<file path="src/rtl/hall_call_dispatcher.sv">
// Purpose: latch hall calls into a pend/asgn scoreboard, scan it round-robin and offer each call to the nearest idle car.
// Latency: scan hit -> PICK next cycle -> assign_valid two cycles after the hit; worst case latch to offer is 22 scan cycles + 2.
// Backpressure: an offer is held until the target car's ready bit is seen, the slot is cleared, or TIMEOUT cycles expire.
module hall_call_dispatcher #(
    parameter int NUM_FLOORS = 11,
    parameter int NUM_LIFTS  = 4,
    parameter int TIMEOUT    = 16
) (
    input  logic                         clk,
    input  logic                         rst,
    input  logic [NUM_FLOORS-1:0]        hall_up,
    input  logic [NUM_FLOORS-1:0]        hall_dn,
    input  logic [NUM_FLOORS-1:0]        clear_up,
    input  logic [NUM_FLOORS-1:0]        clear_dn,
    input  logic [4*NUM_LIFTS-1:0]       lift_floor,
    input  logic [NUM_LIFTS-1:0]         lift_idle,
    input  logic [NUM_LIFTS-1:0]         assign_ready,
    output logic                         assign_valid,
    output logic [$clog2(NUM_LIFTS)-1:0] assign_lift,
    output logic [3:0]                   assign_floor,
    output logic                         assign_dir,
    output logic [NUM_FLOORS-1:0]        pend_up,
    output logic [NUM_FLOORS-1:0]        pend_dn,
    output logic                         timeout_err
);

    localparam int NS = 2 * NUM_FLOORS;
    localparam int PW = $clog2(NS);
    localparam int LW = $clog2(NUM_LIFTS);
    localparam int CW = $clog2(TIMEOUT + 1);

    typedef enum logic [1:0] {
        ST_SCAN  = 2'd0,
        ST_PICK  = 2'd1,
        ST_OFFER = 2'd2
    } state_t;

    state_t          state_q, state_d;
    logic [PW-1:0]   ptr_q, ptr_d;
    logic [PW-1:0]   slot_q, slot_d;
    logic [LW-1:0]   lift_q, lift_d;
    logic [CW-1:0]   cnt_q, cnt_d;
    logic            terr_q, terr_d;
    logic [NS-1:0]   pend_q, pend_d;
    logic [NS-1:0]   asgn_q, asgn_d;

    logic [NS-1:0]   set_m;
    logic [NS-1:0]   clr_m;
    logic [PW-1:0]   ptr_inc;
    logic [3:0]      slot_floor;
    logic            best_vld;
    logic [LW-1:0]   best_lift;
    logic [3:0]      best_dist;
    logic            accept;

    assign ptr_inc    = (ptr_q == PW'(NS - 1)) ? '0 : ptr_q + 1'b1;
    assign slot_floor = 4'(slot_q >> 1);

    // Map buttons and clears onto slot masks; up at the top floor and down at the bottom floor cannot exist.
    always_comb begin
        set_m = '0;
        clr_m = '0;
        for (int f = 0; f < NUM_FLOORS; f++) begin
            set_m[2*f+1] = hall_up[f] && (f != NUM_FLOORS - 1);
            set_m[2*f]   = hall_dn[f] && (f != 0);
            clr_m[2*f+1] = clear_up[f];
            clr_m[2*f]   = clear_dn[f];
        end
    end

    // Nearest idle car to the latched call; strict less-than keeps the lowest index on a tie.
    always_comb begin
        logic [3:0] car_floor;
        logic [3:0] car_dist;
        car_floor = '0;
        car_dist  = '0;
        best_vld  = 1'b0;
        best_lift = '0;
        best_dist = '0;
        for (int k = 0; k < NUM_LIFTS; k++) begin
            car_floor = lift_floor[4*k +: 4];
            car_dist  = (car_floor >= slot_floor) ? car_floor - slot_floor : slot_floor - car_floor;
            if (lift_idle[k] && (car_floor <= 4'(NUM_FLOORS - 1)) &&
                (!best_vld || (car_dist < best_dist))) begin
                best_vld  = 1'b1;
                best_lift = LW'(k);
                best_dist = car_dist;
            end
        end
    end

    // Scan/pick/offer sequencing; every exit from PICK or OFFER moves the pointer past the handled slot.
    always_comb begin
        state_d = state_q;
        ptr_d   = ptr_q;
        slot_d  = slot_q;
        lift_d  = lift_q;
        cnt_d   = cnt_q;
        terr_d  = 1'b0;
        accept  = 1'b0;
        case (state_q)
            ST_SCAN: begin
                if (pend_q[ptr_q] && !asgn_q[ptr_q]) begin
                    slot_d  = ptr_q;
                    state_d = ST_PICK;
                end else begin
                    ptr_d = ptr_inc;
                end
            end
            ST_PICK: begin
                if (best_vld) begin
                    lift_d  = best_lift;
                    cnt_d   = CW'(1);
                    state_d = ST_OFFER;
                end else begin
                    ptr_d   = ptr_inc;
                    state_d = ST_SCAN;
                end
            end
            ST_OFFER: begin
                if (clr_m[slot_q]) begin
                    ptr_d   = ptr_inc;
                    state_d = ST_SCAN;
                end else if (assign_ready[lift_q]) begin
                    accept  = 1'b1;
                    ptr_d   = ptr_inc;
                    state_d = ST_SCAN;
                end else if (cnt_q == CW'(TIMEOUT)) begin
                    terr_d  = 1'b1;
                    ptr_d   = ptr_inc;
                    state_d = ST_SCAN;
                end else begin
                    cnt_d = cnt_q + 1'b1;
                end
            end
            default: begin
                state_d = ST_SCAN;
            end
        endcase
    end

    // Scoreboard update; a clear beats both a new button press and an accept in the same cycle.
    always_comb begin
        pend_d = (pend_q | set_m) & ~clr_m;
        asgn_d = asgn_q;
        if (accept) begin
            asgn_d[slot_q] = 1'b1;
        end
        asgn_d = asgn_d & ~clr_m;
    end

    // State and scoreboard registers with synchronous reset.
    always_ff @(posedge clk) begin
        if (rst) begin
            state_q <= ST_SCAN;
            ptr_q   <= '0;
            slot_q  <= '0;
            lift_q  <= '0;
            cnt_q   <= '0;
            terr_q  <= 1'b0;
            pend_q  <= '0;
            asgn_q  <= '0;
        end else begin
            state_q <= state_d;
            ptr_q   <= ptr_d;
            slot_q  <= slot_d;
            lift_q  <= lift_d;
            cnt_q   <= cnt_d;
            terr_q  <= terr_d;
            pend_q  <= pend_d;
            asgn_q  <= asgn_d;
        end
    end

    // Offer fields read zero whenever no offer is present.
    always_comb begin
        assign_valid = (state_q == ST_OFFER);
        assign_lift  = assign_valid ? lift_q : '0;
        assign_floor = assign_valid ? slot_floor : 4'd0;
        assign_dir   = assign_valid && slot_q[0];
        timeout_err  = terr_q;
        for (int f = 0; f < NUM_FLOORS; f++) begin
            pend_up[f] = pend_q[2*f+1];
            pend_dn[f] = pend_q[2*f];
        end
    end

endmodule

</file>
<file path="config.mk">
export PLATFORM = sky130hd
export DESIGN_NAME = hall_call_dispatcher
export DESIGN_NICKNAME = d
export VERILOG_FILES = /design/src/rtl/hall_call_dispatcher.sv
export SDC_FILE = /design/constraint.sdc
export NUM_CORES = 1
export LEC_CHECK = 0
export ABC_CLOCK_PERIOD_IN_PS = 6600
export CORE_MARGIN = 3
export CORE_UTILIZATION = 47
export CTS_CLUSTER_SIZE = 14
export DETAILED_ROUTE_END_ITERATION = 10
export GPL_TIMING_DRIVEN = 0
export PLACE_DENSITY = 0.78
export SLEW_MARGIN = 20
export SYNTH_ARGS = -nofsm -noshare
export SYNTH_HDL_FRONTEND = slang
export SYNTH_SLANG_ARGS = --single-unit
export TNS_END_PERCENT = 100
</file>
<file path="constraint.sdc">
create_clock -name clk -period 6.6 [get_ports clk]
set_input_delay 0.66 -clock clk [delete_from_list [all_inputs] [get_ports clk]]
set_output_delay 0.66 -clock clk [all_outputs]
set_load 0.05 [all_outputs]
</file>
After elaboration in Yosys (flattened, before gate mapping)
Index checks and enable logic that the tools add are counted.

storage, ports and cells
  bits of input ports = 70
  bits in registers = 64
  bits in writable memories = 0
  memories kept = 0
  latch bits = 0
  memory bits (read-only) = 0
  logic and storage cells = 126

operators by class
  multipliers = 0
  order comparisons = 15
  divide/modulo/power cells = 0
  add/subtract/negate cells = 10
  bitwise gates (word level) = 6
  mux-type cells = 49
  reductions and logical operators = 26
  equal/unequal tests = 12
  shift operators = 0

operators with widths
  operator                                                               count
  5-bit two-way mux                                                      10
  22-bit AND                                                             2
  4-bit two-way mux                                                      8
  4-bit subtractor                                                       8
  22-bit two-way mux                                                     1
  22-bit NOT                                                             1
  22-bit by 21-bit OR with 22-bit output                                 1
  22-bit OR                                                              1
  4-bit greater-or-equal comparator                                      4
  4-bit <= comparator (second input constant)                            4
  2-bit two-way mux                                                      8
  1-bit binary-select mux with 5-bit select                              3
  5-bit one-hot mux with 3 select lines                                  1
  1-bit two-way mux                                                      14
  2-bit != test (second input constant)                                  7
  4-bit < comparator                                                     3
  5-bit by 6-bit < comparator with 1-bit output (second input constant)  2
  5-bit by 1-bit adder with 5-bit output (second input constant)         2
  5-bit equality test (second input constant)                            2
  1-bit logical AND                                                      10
  5-bit one-hot mux with 2 select lines                                  1
  2-bit one-hot mux with 3 select lines                                  1
  2-bit AND reduction                                                    3
  1-bit demux with 5-bit select                                          1
  other kinds (15)                                                       20

Longest topological paths before layout
Gate-level depths: netlist of run 1.

  word-level depth = 17
  depth in mapped cells = 29
  mapped depth without buffers = 29

Worst setup path after synthesis of run 1
Ideal clock, no wire load.

  path kind = register to register
  start point = reg slot_q[2]
  end point = reg lift_q[1]
  stages on the path, launching flop included = 28
  arrival = 6.166 ns
  data required time = 6.530 ns
  setup slack = 0.364 ns
  path through = dfxtp_1 -> buf_4 -> inv_1 -> fa_1 -> a21oi_1 -> o21ai_1 -> a311o_1 -> a22oi_1 -> xnor2_1 -> nand2_1 -> ha_1 -> and3_1 -> a221o_1 -> a21oi_1 -> mux2i_1 -> ha_1 -> a21o_1 -> a21oi_1 -> o21bai_1 -> or2_2 -> o21ai_0 -> ha_1 -> nor2b_1 -> o21a_1 -> o21ai_0 -> a22oi_1 -> a211o_1 -> a21oi_1

between the ends
  word-level cells in the longest chain between the ends = 16
  elaborated cells on any way between the ends = 36
  classes of those cells = add/sub: 8; order compare: 7; mux: 12; reduce/logical: 9

RTL lines
  item                                                                   RTL line  RTL
  from (decl)                                                            40        logic [PW-1:0] slot_q, slot_d;
  from (signal assigned)                                                 166       slot_q <= slot_d;
  4-bit subtractor or 4-bit greater-or-equal comparator (tied branches)  82        car_dist = (car_floor >= slot_floor) ? car_floor - slot_floor : slot_floor - car_floor;
  4-bit two-way mux                                                      82
  4-bit two-way mux                                                      83        if (lift_idle[k] && (car_floor <= 4'(NUM_FLOORS - 1)) &&
  4-bit < comparator                                                     84        (!best_vld || (car_dist < best_dist))) begin
  1-bit logical OR                                                       84
  1-bit logical AND                                                      83
  4-bit two-way mux or 1-bit two-way mux (tied branches)                 83
  4-bit < comparator or 1-bit logical NOT (tied branches)                84
  1-bit logical OR                                                       84
  1-bit logical AND                                                      83
  4-bit two-way mux or 1-bit two-way mux (tied branches)                 83
  4-bit < comparator or 1-bit logical NOT (tied branches)                84
  1-bit logical OR                                                       84
  1-bit logical AND                                                      83
  1-bit two-way mux                                                      83
  2-bit AND reduction (no source line)                                   n/a
  to (signal assigned)                                                   167       lift_q <= lift_d;
  to (decl)                                                              41        logic [LW-1:0] lift_q, lift_d;

Parallel ways exist; a longest one is shown, timed or not.
A chain may end at the register's enable or synchronous reset.

Worst setup path after layout of run 1
  start point = in lift_floor[0]
  end point = reg lift_q[1]

between the ends
  word-level cells in the longest chain between the ends = 16
  elaborated cells on any way between the ends = 28
  classes of those cells = add/sub: 2; order compare: 5; mux: 10; reduce/logical: 11

RTL lines
  item                                                     RTL line  RTL
  from (decl)                                              15        input logic [4*NUM_LIFTS-1:0] lift_floor,
  4-bit subtractor (tied with other cells)                 82
  4-bit two-way mux or 1-bit logical AND (tied branches)   82, 83
  4-bit two-way mux or 1-bit two-way mux (tied branches)   83
  4-bit < comparator or 1-bit logical NOT (tied branches)  84
  1-bit logical OR                                         84
  1-bit logical AND                                        83
  4-bit two-way mux or 1-bit two-way mux (tied branches)   83
  4-bit < comparator or 1-bit logical NOT (tied branches)  84
  1-bit logical OR                                         84
  1-bit logical AND                                        83
  4-bit two-way mux or 1-bit two-way mux (tied branches)   83
  4-bit < comparator or 1-bit logical NOT (tied branches)  84
  1-bit logical OR                                         84
  1-bit logical AND                                        83
  1-bit two-way mux                                        83
  2-bit AND reduction (no source line)                     n/a

Parallel ways exist; a longest one is shown, timed or not.

==> summary.md, run 1 <==
| Metric | Value |
|---|---|
| Hold EP | asgn_q[11]$_SDFF_PP0_ |
| WHS | 0.460 ns |
| Mux cell area share after synthesis | 7.35% |
| Syn Area/Cell | 8.51 sq um |
| Synth Area in Compound Gates | 19.2% |
| Reg-to-reg startpoint | slot_q[2]$_SDFFE_PP0P_ |
| Crit Path Category | input pin to register |
| Reg-to-reg endpoint | lift_q[1]$_SDFFE_PP0P_ |
| Clk buf depth | 2 |
| TritonCTS clock tree | built |
| Fraction of layout instances using a drive strength above 1 | a little under a tenth |
| Worst-Margin Slew | 0.788 ns |
| Clk root buf | clkbuf_8 |
| Slew Viols, Final | 0 |
| Area delta synth->final | 32.0% |
| Syn Inst Count | 540 |
| Sw Pwr | 0.481 mW |
| Met3 Usage GRT | under 10% |
| F_max | 159 MHz |
| Tcrit/Tclk final | 95.5% |
| DP HPWL | 10.2 mm |
| Worst Reg2Reg Path Length in Cells | 27 |
| Clock latency at the later pin of the worst-skew pair | between 0.3 and 0.4 ns |
| Critical path endpoint category | register |
| P_leak | 2.38 nW |
| Largest family of logic cells by synthesized area | simple AND/OR/NAND/NOR gates |
| GR Util met1 | ~30% |
| CP Data Arrival Time | 6.59 ns |
| EDFF count, synth | 0 |
| Cell variety after synth | 67 |
| Most frequent cells in the layout | 97 x clkdlybuf4s50_1, 74 x nor2_1, 63 x dfxtp_1 |
| DR WL/cell | 16.6 um |
| Top cell by count, worst path | ha_1 |
| Synth Area in XOR/XNOR | 1.91% |
| Commonest non-fill, non-tap cell in the layout | clkdlybuf4s50_1 |
| # DRC | 0 |
| Worst Hold Path Cells | 1 |
| CTS HTree Levels | 3 |
| Layout net count | 778 |
| Cell row count | 35 |
| Final setup vio count | 0 |
| Initial Util | 49.0% |
| CP startpoint kind | input pin |
| Antenna Violating Nets Remaining | 0 |
| Peak supply drop | approximately 0.00014 V |
| GRT Max-Usage Layer | met2 |
| Die Width | 105 um |
| PortBufs | 97 |
| Final WL | 13.1 mm |
| Global-route wire length before repair | 21.0 mm |
| Syn Nets | 663 |
| Core Area | 9370 sq um |
| Post-synthesis simple-gate area fraction | 22.5% |
| Max Cap Viol | 0 |
| Clock Skews | 0.0110 ns |
| Die area | 11000 sq um |
| CP max FO | 6 |
| Vert. Die Dim | about 100 um |
| Hold Path Origin | asgn_q[11]$_SDFF_PP0_ |
| Yosys warns | 0 |
| Final hold vios | 0 |
| PD cells | 221 nW/um^2 |
| Slowest cell on crit path | clkdlybuf4s50_1 |
| R2R Setup Slk | 0.34 ns |
| Register area share after synthesis | 27.9% |
| # diodes | 0 |
| Vias in the first global route | 4483 |
| Ranking of synthesized cells by area | dfxtp_1 28%, ha_1 12%, nor2_1 6.0% |
| Synth top area share | 27.9% |
| Tmin final | 6.30 ns |
| Router iterations before antenna repair | 5 |
| Sequential Power Share | 32.6% |
| FF+latch count, synth | 64 |
| Vias | 4515 |
| Top-Level Pins | 101 |
| Sw frac | 36.0% |
| Antenna violations before repair | 0 |
| CTS sink count | 64 |
| Proportion of power drawn by the clock network | 27.9% |
| Post-synthesis adder-cell area fraction | ~16% |
| Relative slew slack | a little under half |
| Iteration-0 DRC count of the detailed router | 395 |
| Inserted Clock Buffers | 9 |
| Asr flop ratio synth | 0% |
| Met2 Usage GRT | 38.1% |
| Largest net degree at the start of global routing | 14 |
| GRT overflow | 0 |
| GRT Resource Usage Total | 23.3% |
| Worst min-delay path category | register to register |
| Status | finished clean |
| CP peak stage delay | 0.48 ns |
| Main synth FF type | dfxtp_1 |
| Largest area contributor in the netlist | dfxtp_1 |
| Power, Total | approximately 1.3 mW |
| Mapped Area | about 4600 sq um |
| Vias per Instance | 5.72 |
| Pint | 0.856 mW |
| Gpl congestion | ~0.94 |
| Clock transition at path regs | 0.07 ns |
| Combinational share of power | 39.5% |
| Critical path data required time | 6.89 ns |
==> critical path: cells and delay by family <==
family,cells,cell delay (ns)
adders and majority gates,5,1.39
buffers and inverters,3,0.63
AOI/OAI and AO/OA,15,2.82
muxes,1,0.25
xor gates and xnor gates,1,0.16
and+or+nand+nor,4,0.66
==> metal layers <==
layer  up-vias  share of wire, %
met3        25               8.0
met2       188                48
met1      2127                42
li1       2175                 -
met5         -                 0
met4         0               1.8
==> power by group through the flow <==
stage | clock network, mW | logic, mW | registers, mW
floorplan | 0 | 0.332 | 0.458
global placement | 0 | 0.481 | 0.443
detailed placement | 0 | 0.499 | 0.445
CTS | 0.379 | 0.507 | 0.436
global route | 0.396 | 0.573 | 0.440
finish | 0.373 | 0.528 | 0.437
==> metrics by stage <==
step	setup TNS [ns]	utilization, %	std cells	area [sq um]	worst slack, ns
floorplan	0	-	540	4590	0.364
global placement	-0.823	61.1	766	5730	-0.420
detailed placement	-1.33	61.1	766	5730	-0.666
CTS	0	63.9	784	5990	0.00537
global route	-0.0239	64.7	789	6060	-0.0239
finish	0	64.7	789	6060	0.296
==> worst max path at each step <==
stage / start / endpoint / slack [ns] / cells past startpoint
after floorplan: slot_q[2]$_SDFFE_PP0P_ / lift_q[1]$_SDFFE_PP0P_ / 0.36 / 27
after global placement: lift_floor[1] / lift_q[1]$_SDFFE_PP0P_ / -0.42 / 27
after detailed placement: slot_q[2]$_SDFFE_PP0P_ / lift_q[1]$_SDFFE_PP0P_ / -0.67 / 27
after CTS: lift_floor[0] / lift_q[0]$_SDFFE_PP0P_ / 0.005 / 29
after global routing: lift_floor[0] / lift_q[1]$_SDFFE_PP0P_ / -0.02 / 29
final: lift_floor[0] / lift_q[1]$_SDFFE_PP0P_ / 0.30 / 29
==> cell families after synthesis <==
family / after synthesis
buffers and inverters: 60
adder cells (fa/ha/maj): 53
multiplexers: 27
AND/OR/NAND/NOR: 198
AO/OA/AOI/OAI: 128
flip-flops: 64
XOR/XNOR: 10
==> cells in the mapped netlist, drive strengths merged, types with 4 or more instances <==
cell,number
o21ai,18
a21o,16
or3,4
a31oi,5
inv,43
xor2,6
or4,7
dfxtp,64
and2,6
nor3,28
nor2b,4
buf,10
xnor2,4
mux2,4
ha,45
and3,6
nand3b,6
nand2b,9
nand2,19
o21a,29
a21oi,25
clkbuf,7
o22ai,4
nand3,18
fa,8
mux4,5
nor2,74
mux2i,18
a32oi,4
==> sequential cells by signal (all words and copies together) (netlist names) <==
name / flops
slot_q: 5
state_q: 2
ptr_q: 5
asgn_q: 22
cnt_q: 5
pend_q: 22
timeout_err: 1
lift_q: 2
==> layout make-up <==
class / instances / area, sq um
plain buffers: 17 / 87.6
clock buffers: 10 / 128
clock inverters: 6 / 92.6
fillers: 821 / 3310
inverters: 43 / 165
multi-input cells: 416 / 3120
flip-flops and latches: 64 / 1280
well taps: 129 / 161
repair buffers: 104 / 1020
==> what timing repair did <==
action / 4_1_cts / 5_1_grt
pin swaps: 0 / 6
endpoints found under the setup margin: 2 / 2
hold buffers: 0 / 0
resized for setup: 8 / 10
buffers inserted: 2 / 5
Note: power is estimated with default switching activity, not from simulation.
==> inputs of run 2 (changes only) <==
ABC_CLOCK_PERIOD_IN_PS = 8000   (was 6600)
CORE_UTILIZATION = 56   (was 47)
PLACE_DENSITY = 0.87   (was 0.78)
clock period = 8 ns   (was 6.6 ns; I/O delays follow)
==> summary.md, run 2 (synthesized netlist as in run 1, its figures left out) <==
| Metric | Value |
|---|---|
| Clock transition at path regs | 0.07 ns (about the same) |
| Sequential cell area | 1280 sq um (-0.19%) |
| Top-Level Pins | 101 (unchanged) |
| Relative slew slack | 49.4% (+1.9 points) |
| Kind of cell adding the most delay to the critical path | compound AO/OA/AOI/OAI gates |
| Crit Path Category | register to register |
| Layout net count | 771 (-0.90%) |
| CP startpoint kind | register |
| CP Data Arrival Time | 7.53 ns (+0.94 ns) |
| Inserted Clock Buffers | 9 (unchanged) |
| Worst Hold Path Cells | 1 (unchanged) |
| Number of buffers and inverters on the critical path | 2 (-1) |
| CP peak stage delay | 0.56 ns (+0.08 ns) |
| Setup TNS | 0 ns (unchanged) |
| Final WL | 12.9 mm (-1.5%) |
| Largest net degree at the start of global routing | 14 (unchanged) |
| Worst-Margin Slew | 0.759 ns (-0.0288 ns) |
| Crit path depth | 27 (-6.9%) |
| Initial Util | 58.5% (+9.5 points) |
| Iteration-0 DRC count of the detailed router | 333 (-16%) |
| Die Width | 96.6 um (-7.9%) |
| Antenna Violating Nets Remaining | 0 (unchanged) |
| Die area | 9320 sq um (-15%) |
| Clock Skews | 0.00916 ns (-0.00182 ns) |
| Fillers | 574 (-30%) |
| Clk buf depth | 2 (unchanged) |
| TritonCTS clock tree | built |
| Most frequent cells in the layout | 97 x clkdlybuf4s50_1, 74 x nor2_1, 63 x dfxtp_1 |
| Slew Viols, Final | 0 (unchanged) |
| # diodes | 0 (unchanged) |
| Core Area | 7850 sq um (-16%) |
| Clk root buf | clkbuf_8 |
| Commonest non-fill, non-tap cell in the layout | clkdlybuf4s50_1 |
| Post-CTS Setup Repair Bufs | 0 (-2) |
| PD cells | 185 nW/um^2 (-16%) |
| Vias in the first global route | 4497 (+0.31%) |
| Tmin final | 7.26 ns |
| CP max FO | 13 (+7) |
| Vias per Instance | 6.06 (+5.9%) |
| Largest regs | asgn_q (22), pend_q (22) |
| Top cell by count, worst path | a21oi_1 |
| DR WL/cell | 17.1 um (+2.9%) |
| Router iterations before antenna repair | 7 (+2) |
| F_max | 138 MHz |
| Vias | 4576 (+1.4%) |
| Gpl congestion | 0.914 (-2.5%) |
| Unrepaired setup endpoints after global routing | no |
| DP HPWL | 10.2 mm (+0.17%) |
| CTS sink count | 64 (unchanged) |
| GRT Resource Usage Total | 27.9% (+4.6 points) |
| Max Cap Viol | 0 (unchanged) |
| GRT overflow | 0 (unchanged) |
| P_leak | 2.35 nW (-1.3%) |
| Slowest cell on crit path | dfxtp_2 |
| Final hold vios | 0 (unchanged) |
| CTS HTree Levels | 3 (unchanged) |
| Final setup vio count | 0 (unchanged) |
| Fraction of layout instances using a drive strength above 1 | 7.20% (-2.3 points) |
| Clock latency at the later pin of the worst-skew pair | 0.34 ns (-0.02 ns) |
| Power, Total | 1.10 mW (-18%) |
| Tcrit/Tclk final | 90.8% |
| Global-route wire length before repair | 20.4 mm (-3.0%) |
| Cell row count | 32 (-8.6%) |
| Area delta synth->final | 28.9% |
| Worst Reg2Reg Path Length in Cells | 27 (unchanged) |
| Critical path data required time | 8.26 ns (+1.37 ns) |
| Antenna violations before repair | 0 (unchanged) |
| Status | finished clean |
| Peak supply drop | 0.000146 V (+3.0%) |
| Vert. Die Dim | 96.6 um (-7.9%) |
| Critical path endpoint category | register |
| PortBufs | 97 (unchanged) |
| # DRC | 0 (unchanged) |
| Hold Buf Count CTS | 0 (unchanged) |
| Worst min-delay path category | register to register |
| Multi-input logic area | 3060 sq um (-1.8%) |
## run 2: changes by cell type in the layout (fill, tap and decap cells not counted), moves of 2 or more
cell / previous run / this run
a21oi_1: 22 / 25
a21oi_2: 2 / 0
buf_4: 9 / 2
clkinv_4: 1 / 3
clkinvlp_4: 3 / 1
o21ai_0: 14 / 17
o21ai_2: 2 / 0
## run 2: power by group
| part | switching, mW | internal (mW) | total, mW |
|---|---|---|---|
| clock network | 0.135 | 0.179 | 0.314 |
| logic | 0.241 | 0.183 | 0.424 |
| registers | 0.0210 | 0.339 | 0.360 |
## run 2: worst paths after layout
kind / slack [ns] / end / start
hold reg to reg: 0.47 / asgn_q[9]$_SDFF_PP0_ / asgn_q[9]$_SDFF_PP0_
hold / removal: 0.47 / asgn_q[9]$_SDFF_PP0_ / asgn_q[9]$_SDFF_PP0_
setup reg to reg: 0.74 / lift_q[1]$_SDFFE_PP0P_ / slot_q[2]$_SDFFE_PP0P_
setup / recovery: 0.74 / lift_q[1]$_SDFFE_PP0P_ / slot_q[2]$_SDFFE_PP0P_
## run 2: final cells by class
type                    count  share of cell area, %
clock inverters             7                   1.77
inverters                  43                   2.73
well taps                 102                   2.16
repair buffers             97                   16.4
plain buffers              17                   1.48
clock buffers               9                   2.09
flip-flops and latches     64                   21.7
multi-input cells         416                   51.7
## run 2: repair_timing
action	CTS	global route
setup endpoints to repair	0	2
hold endpoints to repair	0	0
gates resized for setup	0	1
## run 2: per-layer routing
layer	vias to the layer above	routed length, um	part of all wire, %	GRT usage [%]
met2	251	6340	49	46.8
met5	-	0	0	0
met3	34	1190	9.2	5.89
met4	0	253	2.0	10.2
met1	2130	5150	40	35.3
li1	2161	-	-	-
## run 2: worst reg2reg max path, cell delays in order, from the launching register on
cell and delay (ns):
dfxtp_2 0.56, buf_4 0.27, inv_1 0.30, fa_1 0.51
a21oi_1 0.20, o21ai_1 0.19, a311o_1 0.31, a22oi_1 0.21
xnor2_1 0.18, nand2_1 0.09, ha_1 0.30, and3_1 0.16
a221o_1 0.35, a21oi_1 0.42, mux2i_1 0.33, ha_1 0.31
a21o_1 0.20, a21oi_1 0.21, o21bai_1 0.18, or2_2 0.40
o21ai_0 0.19, ha_1 0.28, nor2b_1 0.13, o21a_1 0.15
o21ai_0 0.15, a22oi_1 0.09, a211o_1 0.36, a21oi_1 0.16
## run 2: per-stage QoR
step	cells	hold WS [ns]	area (sq um)	util, %	setup slack (ns)
after floorplan	540	0.432	4590	-	1.76
after global placement	739	0.438	5690	72.5	0.811
after detailed placement	739	0.454	5690	72.5	0.590
after CTS	755	0.472	5920	75.4	0.643
after global routing	755	0.489	5920	75.5	0.225
final	755	0.470	5920	75.5	0.738
==> inputs of run 3 (changes only) <==
CORE_MARGIN = unset   (was 3)
==> summary.md, run 3 (synthesized netlist as in run 1, its figures left out) <==
| Metric | Value |
|---|---|
| Crit Path Category | register to register |
| Top cell by count, worst path | a21oi_1 |
| DR WL/cell | 17.1 um (-0.28%) |
| CP startpoint kind | register |
| Relative slew slack | 56.8% (+7.4 points) |
| Die Width | 92.6 um (-4.1%) |
| P_leak | 2.32 nW (-1.3%) |
| Vias in the first global route | 4658 (+3.6%) |
| Worst Hold Path Cells | 1 (unchanged) |
| GRT overflow | 0 (unchanged) |
| Antenna Violating Nets Remaining | 0 (unchanged) |
| Global-route wire length before repair | 21.3 mm (+4.6%) |
| Iteration-0 DRC count of the detailed router | 350 (+5.1%) |
| Cell row count | 32 (unchanged) |
| TritonCTS clock tree | built |
| Setup TNS | 0 ns (unchanged) |
| Layout net count | 771 (unchanged) |
| Slowest cell on crit path | dfxtp_2 |
| Clk root buf | clkbuf_8 |
| Worst-Margin Slew | 0.639 ns (-0.120 ns) |
| Reg-to-reg endpoint | lift_q[1]$_SDFFE_PP0P_ |
| Area delta synth->final | 27.9% |
| Final setup vio count | 0 (unchanged) |
| Gpl congestion | 0.912 (-0.27%) |
| Reg-to-reg startpoint | slot_q[2]$_SDFFE_PP0P_ |
| Vias | 4591 (+0.33%) |
| PD cells | 176 nW/um^2 (-5.1%) |
| Critical path endpoint category | register |
| Router iterations before antenna repair | 6 (-1) |
| GRT Resource Usage Total | 31.7% (+3.8 points) |
| Final WL | 12.9 mm (-0.28%) |
| CP max FO | 13 (unchanged) |
| Clock latency at the later pin of the worst-skew pair | 0.34 ns (about the same) |
| Hold Path Origin | asgn_q[21]$_SDFF_PP0_ |
| Status | finished clean |
| CP Data Arrival Time | 7.57 ns (+0.04 ns) |
| Critical path data required time | 8.28 ns (+0.02 ns) |
| # DRC | 0 (unchanged) |
| Vias per Instance | 6.08 (+0.33%) |
| CTS sink count | 64 (unchanged) |
| Clock Skews | 0.00701 ns (-0.00215 ns) |
| Number of buffers and inverters on the critical path | 2 (unchanged) |
| Slew Viols, Final | 0 (unchanged) |
| PortBufs | 97 (unchanged) |
| Clk buf depth | 2 (unchanged) |
| Most frequent cells in the layout | 97 x clkdlybuf4s50_1, 74 x nor2_1, 63 x dfxtp_1 |
| Final hold vios | 0 (unchanged) |
| Top-Level Pins | 101 (unchanged) |
| Core Area | 7850 sq um (unchanged) |
| Hold EP | asgn_q[21]$_SDFF_PP0_ |
| Die area | 8570 sq um (-8.1%) |
| Largest regs | asgn_q (22), pend_q (22) |
| Worst Reg2Reg Path Length in Cells | 27 (unchanged) |
| Peak supply drop | 0.000162 V (+11%) |
| CTS HTree Levels | 3 (unchanged) |
| Unrepaired setup endpoints after global routing | no |
| Tcrit/Tclk final | 91.1% (+0.35 points) |
| # diodes | 0 (unchanged) |
| Max Cap Viol | 0 (unchanged) |
| Kind of cell adding the most delay to the critical path | compound AO/OA/AOI/OAI gates |
| Tmin final | 7.29 ns (+0.0282 ns) |
| F_max | 137 MHz (-0.39%) |
| R2R Setup Slk | 0.71 ns (-0.03 ns) |
| Vert. Die Dim | 92.6 um (-4.1%) |
| Clock transition at path regs | 0.07 ns (about the same) |
| Fraction of layout instances using a drive strength above 1 | 7.20% (unchanged) |
| Largest net degree at the start of global routing | 14 (unchanged) |
| Worst min-delay path category | register to register |
| Inserted Clock Buffers | 9 (unchanged) |
| Commonest non-fill, non-tap cell in the layout | clkdlybuf4s50_1 |
| CP peak stage delay | 0.57 ns (about the same) |
| Initial Util | 58.5% (unchanged) |
| DP HPWL | 10.2 mm (about the same) |
| WHS | 0.460 ns (-0.0101 ns) |
| Antenna violations before repair | 0 (unchanged) |
==> run 3: cell types whose count changed in the layout (fill, tap and decap cells not counted) <==
cell        before  now
clkinvlp_4       1    4
bufinv_16        2    0
clkinv_2         0    1
inv_6            0    1
clkinv_4         3    0
inv_8            1    0
clkbuf_8         9   10
==> run 3: what timing repair did <==
item	CTS	global route
hold buffers	0	0
hold endpoints to repair	0	0
setup endpoints to repair	0	2
gates resized for setup	0	1
buffers inserted	0	0
==> run 3: layout make-up <==
class | instances | area [sq um]
Timing Repair Buffer | 97 | 971
Multi-Input combinational cell | 416 | 3060
Clock inverter | 6 | 43.8
Inverter | 43 | 161
Clock buffer | 10 | 138
Fill cell | 625 | 1970
Tap cell | 102 | 128
Sequential cell | 64 | 1280
Buffer | 17 | 87.6
==> run 3: worst register-to-register path, delay by kind of cell (launching register included) <==
family	cells	cell delay, ns
mux	1	0.33
flops	1	0.57
simple gates	4	0.78
xor+xnor	1	0.20
buf+inv	2	0.58
compound gates	15	3.37
fa+ha+maj	4	1.42
==> run 3: how the worst max path moves through the flow <==
stage | from | to | slack (ns) | cells past startpoint
after floorplan | slot_q[2]$_SDFFE_PP0P_ | lift_q[1]$_SDFFE_PP0P_ | 1.76 | 27
after CTS | slot_q[2]$_SDFFE_PP0P_ | lift_q[0]$_SDFFE_PP0P_ | 0.54 | 27
after global routing | slot_q[2]$_SDFFE_PP0P_ | lift_q[1]$_SDFFE_PP0P_ | 0.23 | 27
after global placement | lift_floor[1] | lift_q[1]$_SDFFE_PP0P_ | 0.75 | 27
final | slot_q[2]$_SDFFE_PP0P_ | lift_q[1]$_SDFFE_PP0P_ | 0.71 | 27
after detailed placement | lift_floor[1] | lift_q[0]$_SDFFE_PP0P_ | 0.51 | 27
==> run 3: through the flow <==
stage	worst slack (ns)	total power, mW	util (%)	cells	instance area, sq um
finish	0.710	1.03	74.9	755	5870
detailed placement	0.505	0.779	72.5	739	5690
floorplan	1.76	0.651	-	540	4590
global route	0.229	1.09	74.9	755	5870
global placement	0.749	0.762	72.5	739	5690
CTS	0.543	1.03	74.8	755	5870
==> run 3: metal layers <==
layer	vias up	global-route usage, %	wire, um
met5	-	0	0
met2	228	53.7	6230
met4	0	14.7	351
met1	2176	38.7	5300
li1	2153	-	-
met3	34	6.08	1010
==> run 3: power breakdown <==
part           internal, mW  total [mW]  switching [mW]
clock                 0.121       0.252           0.131
combinational         0.182       0.420           0.238
sequential            0.340       0.361          0.0213
